### config.mk
export PLATFORM = sky130hd
export DESIGN_NAME = ifu_fetch
export DESIGN_NICKNAME = d
export VERILOG_FILES = /design/src/rtl/ifu_fetch_pkg.sv /design/src/rtl/inst_counter.sv /design/src/rtl/ifu_fetch.sv
export SDC_FILE = /design/constraint.sdc
export NUM_CORES = 1
export LEC_CHECK = 0
export BUFFER_PORTS_ARGS = -buffer_cell sky130_fd_sc_hd__buf_4
export CAP_MARGIN = 20
export CORE_MARGIN = 2
export CORE_UTILIZATION = 45
export CTS_CLUSTER_DIAMETER = 50
export DETAILED_ROUTE_END_ITERATION = 8
export PLACE_DENSITY = 0.75
export SETUP_SLACK_MARGIN = 0.1
export SYNTH_ARGS = -nofsm -noshare
export SYNTH_HDL_FRONTEND = slang
export SYNTH_SLANG_ARGS = --single-unit
export TNS_END_PERCENT = 1
### constraint.sdc
create_clock -name clk -period 6.25 [get_ports clk]
set_clock_uncertainty 0.1 [all_clocks]
set_input_delay 1.25 -clock clk [delete_from_list [all_inputs] [get_ports clk]]
set_output_delay 1.25 -clock clk [all_outputs]
set_load 0.005 [all_outputs]
### src/rtl/ifu_fetch_pkg.sv
// ============================================================================
// Module   : ifu_fetch_pkg
// Brief    : Shared fetch-unit configuration: widths, reset PC, FSM encodings.
// Revision : 1.0
// ============================================================================
`default_nettype none

`ifndef ISA_WIDTH
`define ISA_WIDTH 32
`endif

package ifu_fetch_pkg;

  localparam int          ISA_W           = `ISA_WIDTH;
  localparam logic [31:0] RESET_PC_DEF    = 32'h8000_0000;
  localparam int          INST_ALIGN_BITS = 2;
  localparam int          INST_CNT_W      = 64;

  typedef enum logic [2:0] {
    ST_IDLE = 3'd0,
    ST_REQ  = 3'd1,
    ST_WAIT = 3'd2,
    ST_EXEC = 3'd3,
    ST_HALT = 3'd4
  } fetch_state_t;

endpackage

`default_nettype wire

### src/rtl/inst_counter.sv
// ============================================================================
// Module   : inst_counter
// Brief    : Free-running committed-instruction counter, wraps silently.
// Revision : 1.0
// ============================================================================
`default_nettype none

module inst_counter
  import ifu_fetch_pkg::*;
(
  input  logic                  clk,
  input  logic                  rst,
  input  logic                  en,
  output logic [INST_CNT_W-1:0] count
);

  logic [INST_CNT_W-1:0] r_count;

  always_ff @(posedge clk or posedge rst) begin
    if (rst) begin
      r_count <= '0;
    end else if (en) begin
      r_count <= r_count + 1'b1;
    end
  end

  assign count = r_count;

endmodule

`default_nettype wire

### src/rtl/ifu_fetch.sv
// ============================================================================
// Module   : ifu_fetch
// Brief    : Single-outstanding instruction fetch unit with PC, FSM and latch.
// Revision : 1.0
// ============================================================================
`default_nettype none

module ifu_fetch
  import ifu_fetch_pkg::*;
#(
  parameter int                   ISA_WIDTH = `ISA_WIDTH,
  parameter logic [ISA_WIDTH-1:0] RESET_PC  = ISA_WIDTH'(RESET_PC_DEF)
) (
  input  logic                  clk,
  input  logic                  rst,
  input  logic [ISA_WIDTH-1:0]  pc_in,
  input  logic                  pc_w_en,
  output logic [ISA_WIDTH-1:0]  pc_out,
  output logic                  imem_req_valid,
  input  logic                  imem_req_ready,
  output logic [ISA_WIDTH-1:0]  imem_addr,
  input  logic                  imem_rsp_valid,
  input  logic [ISA_WIDTH-1:0]  imem_rsp_data,
  output logic [ISA_WIDTH-1:0]  inst,
  output logic                  inst_valid,
  output logic                  misalign,
  output logic [INST_CNT_W-1:0] inst_cnt
);

  fetch_state_t         r_state;
  logic [ISA_WIDTH-1:0] r_pc;
  logic [ISA_WIDTH-1:0] r_inst;
  logic                 r_req_valid;
  logic                 r_inst_valid;
  logic                 r_misalign;

  logic w_aligned;
  logic w_commit;

  assign w_aligned = (pc_in[INST_ALIGN_BITS-1:0] == '0);
  assign w_commit  = (r_state == ST_EXEC) && pc_w_en && w_aligned;

  // Valid flags are tracked as registers next to the state so no input
  // ever reaches them combinationally.
  always_ff @(posedge clk or posedge rst) begin
    if (rst) begin
      r_state      <= ST_IDLE;
      r_pc         <= RESET_PC;
      r_inst       <= '0;
      r_req_valid  <= 1'b0;
      r_inst_valid <= 1'b0;
      r_misalign   <= 1'b0;
    end else begin
      case (r_state)
        ST_IDLE: begin
          r_state     <= ST_REQ;
          r_req_valid <= 1'b1;
        end
        ST_REQ: begin
          if (imem_req_ready) begin
            r_state     <= ST_WAIT;
            r_req_valid <= 1'b0;
          end
        end
        ST_WAIT: begin
          if (imem_rsp_valid) begin
            r_inst       <= imem_rsp_data;
            r_state      <= ST_EXEC;
            r_inst_valid <= 1'b1;
          end
        end
        ST_EXEC: begin
          if (pc_w_en) begin
            r_inst_valid <= 1'b0;
            if (w_aligned) begin
              r_pc        <= pc_in;
              r_state     <= ST_REQ;
              r_req_valid <= 1'b1;
            end else begin
              r_misalign <= 1'b1;
              r_state    <= ST_HALT;
            end
          end
        end
        ST_HALT: begin
          r_req_valid  <= 1'b0;
          r_inst_valid <= 1'b0;
        end
        default: begin
          r_state      <= ST_HALT;
          r_req_valid  <= 1'b0;
          r_inst_valid <= 1'b0;
        end
      endcase
    end
  end

  inst_counter u_inst_counter (
    .clk   (clk),
    .rst   (rst),
    .en    (w_commit),
    .count (inst_cnt)
  );

  assign pc_out         = r_pc;
  assign imem_addr      = r_pc;
  assign imem_req_valid = r_req_valid;
  assign inst           = r_inst;
  assign inst_valid     = r_inst_valid;
  assign misalign       = r_misalign;

endmodule

`default_nettype wire
# After elaboration in Yosys (flattened, before gate mapping)
# Index checks and enable logic that the tools add are counted.
[totals] regBits=134 input_bits=69 output_inout_bits=163 wordCells=43
[op_classes] n_addsub=1 n_eq_ne=8 muxes=12 n_bitwise=4 n_reduce_logical=11
[ops] operator="$add 64x1->64 const B" count=1
[ops] operator="$pmux 3 s5" count=1
[ops] operator="$mux 3" count=4
[ops] operator="$reduce_and 3->1" count=3
[ops] operator="$ne 2x2->1 const B" count=4
[ops] operator="$reduce_and 4->1" count=2
[ops] operator="$eq 3x2->1 const B" count=2
[ops] operator="$mux 1" count=5
[ops] operator="$not 1->1" count=4
[ops] operator="$pmux 1 s4" count=1
[ops] operator="$eq 3x1->1 const B" count=1
[ops] operator="$eq 3x3->1 const B" count=1
[ops] operator="$logic_not 3->1" count=1
[ops] operator="$pmux 1 s3" count=1
[ops] operator="$logic_and 1x1->1" count=2
[ops] operator="$logic_not 2->1" count=1
[ops] operator="$reduce_and 2->1" count=1
[ops] operator="$reduce_or 2->1" count=1

# Depth between registers and ports, before layout
[logic_depth] ltp_word=4 mapped_depth=7 depth_no_buf=6

# Cells and area by module
# Synthesis repeated with hierarchy kept, for this count alone.
[hier_totals] hier_cells=472 hier_area_um2=6095.8
[by_module_without_submodules] mod="inst_counter" n_inst=1 cells_each=273 area_each_um2=3079.2 seq_area_each_um2=1601.5
[by_module_without_submodules] mod="ifu_fetch" n_inst=1 cells_each=199 area_each_um2=3016.6 seq_area_each_um2=1752.9

# Worst setup path before layout
# OpenSTA, ideal clock, no wires.
[synth_path] path_type="input -> register" from="input port pc_in[1]" to="register u_inst_counter.r_count[40], in the netlist u_inst_counter.count[40]" setup_ns=0.123 arrival_time_ns=2.751 required_time_ns=6.027 setup_slack_ns=3.275 cell_stages=7 n_path_buf=2 cell_sequence="or2_0 buf_2 nor4_4 and4_1 buf_2 nand4_1 xnor2_1"
[synth_between] elab_chain_len=2
[synth_rtl] element="start: declaration" line="ifu_fetch.sv:16" rtl="input logic [ISA_WIDTH-1:0] pc_in,"
[synth_rtl] element="$logic_not 2->1" line="ifu_fetch.sv:40" rtl="assign w_aligned = (pc_in[INST_ALIGN_BITS-1:0] == '0);"
[synth_rtl] element="$logic_and 1x1->1" line="ifu_fetch.sv:41" rtl="assign w_commit = (r_state == ST_EXEC) && pc_w_en && w_aligned;"
[synth_rtl] element="end signal: assignment" line="inst_counter.sv:23" rtl="r_count <= r_count + 1'b1;"
[synth_rtl] element="end: declaration" line="inst_counter.sv:17" rtl="logic [INST_CNT_W-1:0] r_count;"
# No other way between the ends.
# A chain may end at the register's enable or synchronous reset.

# Worst setup path after layout
# Same ends and word-level chain as after synthesis.

==> results by stage <==
Status:
- The run finished with clean final reports.

Critical path:
- Data arrives at the worst endpoint at 3.27 ns.
- The startpoint of the most critical register-to-register path is u_inst_counter.count[21]$_DFFE_PP0P_.
- Data on the critical path is required at its endpoint by 6.44 ns.
- The start point of the critical path is pc_in[1].
- The worst setup path is captured at a register.
- In this run the worst path has a maximum fanout of 9.
- The launching element type of the critical path is an input port.
- The critical path in this run is classified as input port to register.
- The worst reg2reg path endpoint is u_inst_counter.count[58]$_DFFE_PP0P_.
- The setup slack of the most critical reg-to-reg path is 3.77 ns.
- The last element of the critical path is u_inst_counter.count[40]$_DFFE_PP0P_.
- The worst register-to-register path has a depth of 5.

Clocking:
- The buffer levels on the longest clock path is 2.
- The number of gates resized after cts is 0.
- The source-to-sink clock delay at the later pin of the worst-skew pair is 0.41 ns.
- The H-tree level count is 4.
- Clock-pin slew was measured on the worst setup and hold paths at 0.05 ns.
- Buffers added to address setup during post-CTS repair amount to 0.
- For this design, the sink count on the clock tree is 134.
- For this design, the CTS-stage hold fixing added 0 buffers.
- The TritonCTS clock tree is done.
- In this run, CTS created clock tree buffers numbering 17.
- CTS placed an instance of sky130_fd_sc_hd__clkbuf_16 at the clock tree root.

Synth:
- The most common cell in the netlist is sky130_fd_sc_hd__dfrtp_1.
- After technology mapping, the gate count stands at 477.
- Summed over its instances, the top area cell type makes up 56.2% of the synthesized netlist area.
- After synthesis, the share of flip-flops with an asynchronous set or reset is 100%.
- The count of flip-flops with a built-in enable after synthesis is 0.
- Summing the sequential cell areas from Yosys gives 56.7% of the chip area.
- Among all flip-flop cells after synthesis, the most frequent one is sky130_fd_sc_hd__dfrtp_1.
- The largest area contributor in the netlist is sky130_fd_sc_hd__dfrtp_1.
- Counting instances in the post-synthesis netlist gives the leading cell types as sky130_fd_sc_hd__dfrtp_1 (133), sky130_fd_sc_hd__mux2_2 (62), sky130_fd_sc_hd__nand2_1 (41).
- Synthesis inferred 134 register bits.
- The Yosys step of the flow raised 0 warnings.
- After synthesis the cells add up to 5920 um2.
- The mean instance size in the synthesized netlist is 12.4 um2.
- The net count of the mapped netlist is 547.
- The number of library cell types mapped by synthesis is 39.
- Sorting the synthesized cells by area gives the leading types as sky130_fd_sc_hd__dfrtp_1 (56%), sky130_fd_sc_hd__mux2_2 (12%), sky130_fd_sc_hd__xnor2_1 (4.9%).

Die:
- The floorplan step set the die width to 119 um.
- The area inside the core boundary is 12700 um2.
- The total die area is 14100 um2.
- The number of I/O pins is 232.
- The die is 119 um tall.
- The starting utilization of the core area is 46.5%.
- The count of standard-cell rows is 41.

Flow run:
- Across the run, the number of max-cap violations was 0.

Timing:
- Setup repair after global routing left no endpoint under its margin.
- The total count of max-transition violations in the final report is 0.
- The worst path needs 3.08 ns of the cycle, external delays included.
- The worst setup margin is 3.17 ns.
- The worst hold slack across all endpoints is 0.367 ns.
- Timing would allow up to 325 MHz.
- The number of hold violations in the final report is 0.
- The worst slew margin relative to its limit is 34.3%.
- The final-layout setup total negative slack is 0 ns.
- Setup violations remaining at the end of the flow were counted as 0.
- The share of the clock period used by the worst path is 49.3%.
- The actual transition at the worst max-transition pin is 0.977 ns.

GRT:
- The via count of the first global-routing pass is 4652.
- Entering global routing, the biggest net connects 83 pins.
- Summed over all layers, the global routing overflow is 0.
- The number of antenna violations at the first check in global routing is 0.
- The first global-routing pass estimated 24.4 mm of wire.
- The overall routing resource usage is 21.9%.

Power and ir drop:
- Summed over all cells, the static leakage comes to 4.24 nW.
- Dividing total power by cell area gives a power density of 345 nW/um2.
- IR analysis of the VDD net gives a maximum drop of 187 uV.

Placement:
- The wire-length estimate of the detail-placed layout is 11.1 mm.
- The total instance count after detailed placement is 840.
- The worst setup slack before clock tree synthesis is 2.74 ns.
- The number of buffer cells added on primary ports is 231.
- The final weighted congestion in routability-driven placement is 0.850.

Routing:
- For this run, design rule violations remaining after detail routing come to 0.
- Dividing the detail-routed wire length by the instance count gives 17.1 um.
- After detailed routing, the number of vias per cell comes to 5.09.
- The number of detailed-routing iterations run before antenna repair is 4.
- In this run the remaining antenna-violating nets after routing total 0.
- The detailed router's first-iteration violation count is 223.
- The detailed router placed 4440 vias in this run.
- The wire length after detailed routing is 14.9 mm.

Finish:
- The final antenna diode count is 0.
- The non-filler instance count after layout is 873.
- For this run, the post-layout net count is 758.
- In the final layout, the share of cells above drive strength 1 is 48.4%.
- From synthesis to final layout, the design area changed by 38.4%.

Min path:
- The path category of the worst min-delay check is register to register.
## worst min-delay path by stage
stage,startpoint,end,slack [ns],cells past startpoint
finish,misalign$_DFFE_PP0P_,misalign$_DFFE_PP0P_,0.37,1
global placement,misalign$_DFFE_PP0P_,misalign$_DFFE_PP0P_,0.34,1
detailed placement,misalign$_DFFE_PP0P_,misalign$_DFFE_PP0P_,0.36,1
global route,misalign$_DFFE_PP0P_,misalign$_DFFE_PP0P_,0.39,1
floorplan,misalign$_DFFE_PP0P_,misalign$_DFFE_PP0P_,0.35,1
CTS,misalign$_DFFE_PP0P_,misalign$_DFFE_PP0P_,0.37,1
## power by group
group          internal (W)  switching (W)
clock network      0.000589       0.000334
registers           0.00106       0.000150
logic              0.000468       0.000226
total               0.00212       0.000710
## cell families after synthesis
family | count (synthesis) | share of synthesized area (%)
xor+xnor | 63 | 9.32
buf+inv | 48 | 5.20
mux | 62 | 11.8
flops | 134 | 56.7
compound gates | 8 | 0.951
fa+ha+maj | 1 | 0.211
simple gates | 161 | 15.9
## worst max-delay path: stages
cell                      delay (ns)
sky130_fd_sc_hd__buf_4          0.11
sky130_fd_sc_hd__or2_0          0.41
sky130_fd_sc_hd__nor4_4         0.74
sky130_fd_sc_hd__and4_1         0.44
sky130_fd_sc_hd__nand4_1        0.15
sky130_fd_sc_hd__xnor2_1        0.15
## through the flow
stage	cell area (um2)	util, %	power (W)
6_report	8200	64.4	0.00283
4_1_cts	8170	64.2	0.00286
2_1_floorplan	5920	-	0.00153
5_1_grt	8200	64.4	0.00296
3_3_place_gp	7620	59.9	0.00190
3_5_place_dp	7620	59.9	0.00193
## placed cells by master, fill, tap and decap left out, drive strengths merged, types with 2 or more instances in the layout
cell and count:
inv 5, xnor2 33, nor4 13, clkinv 2, a211oi 2, nand2 42, and2 2, a21oi 2
and4 4, nor3b 4, nand3 22, nor2 26, clkbuf 29, buf 235, nand4 19, and3 14
nor3 9, xor2 30, dfrtp 133, mux2 62
## registers in the layout, summed over array words and instances, names as in the netlist
| register | cells |
|---|---|
| imem_req_valid | 1 |
| r_state | 3 |
| inst_valid | 1 |
| u_inst_counter.count | 64 |
| misalign | 1 |
| imem_addr | 32 |
| inst | 32 |
## cell type report
cell class	instances	area [um2]
clock buffer	29	510
sequential	134	3350
tap	172	215
inverter	5	21.3
timing repair buffer	235	1780
multi-input combinational	295	2270
fill	1015	4530
clock inverter	3	40.0
## metal layers
layer / vias up / track usage (%) / share of wire [%]
li1: 2045 / - / -
met5: - / 0 / 0
met1: 2194 / 26.6 / 39
met4: 0 / 10.6 / 3.2
met3: 34 / 5.50 / 5.7
met2: 167 / 36.2 / 52
Power figures use the tool's default switching activity.
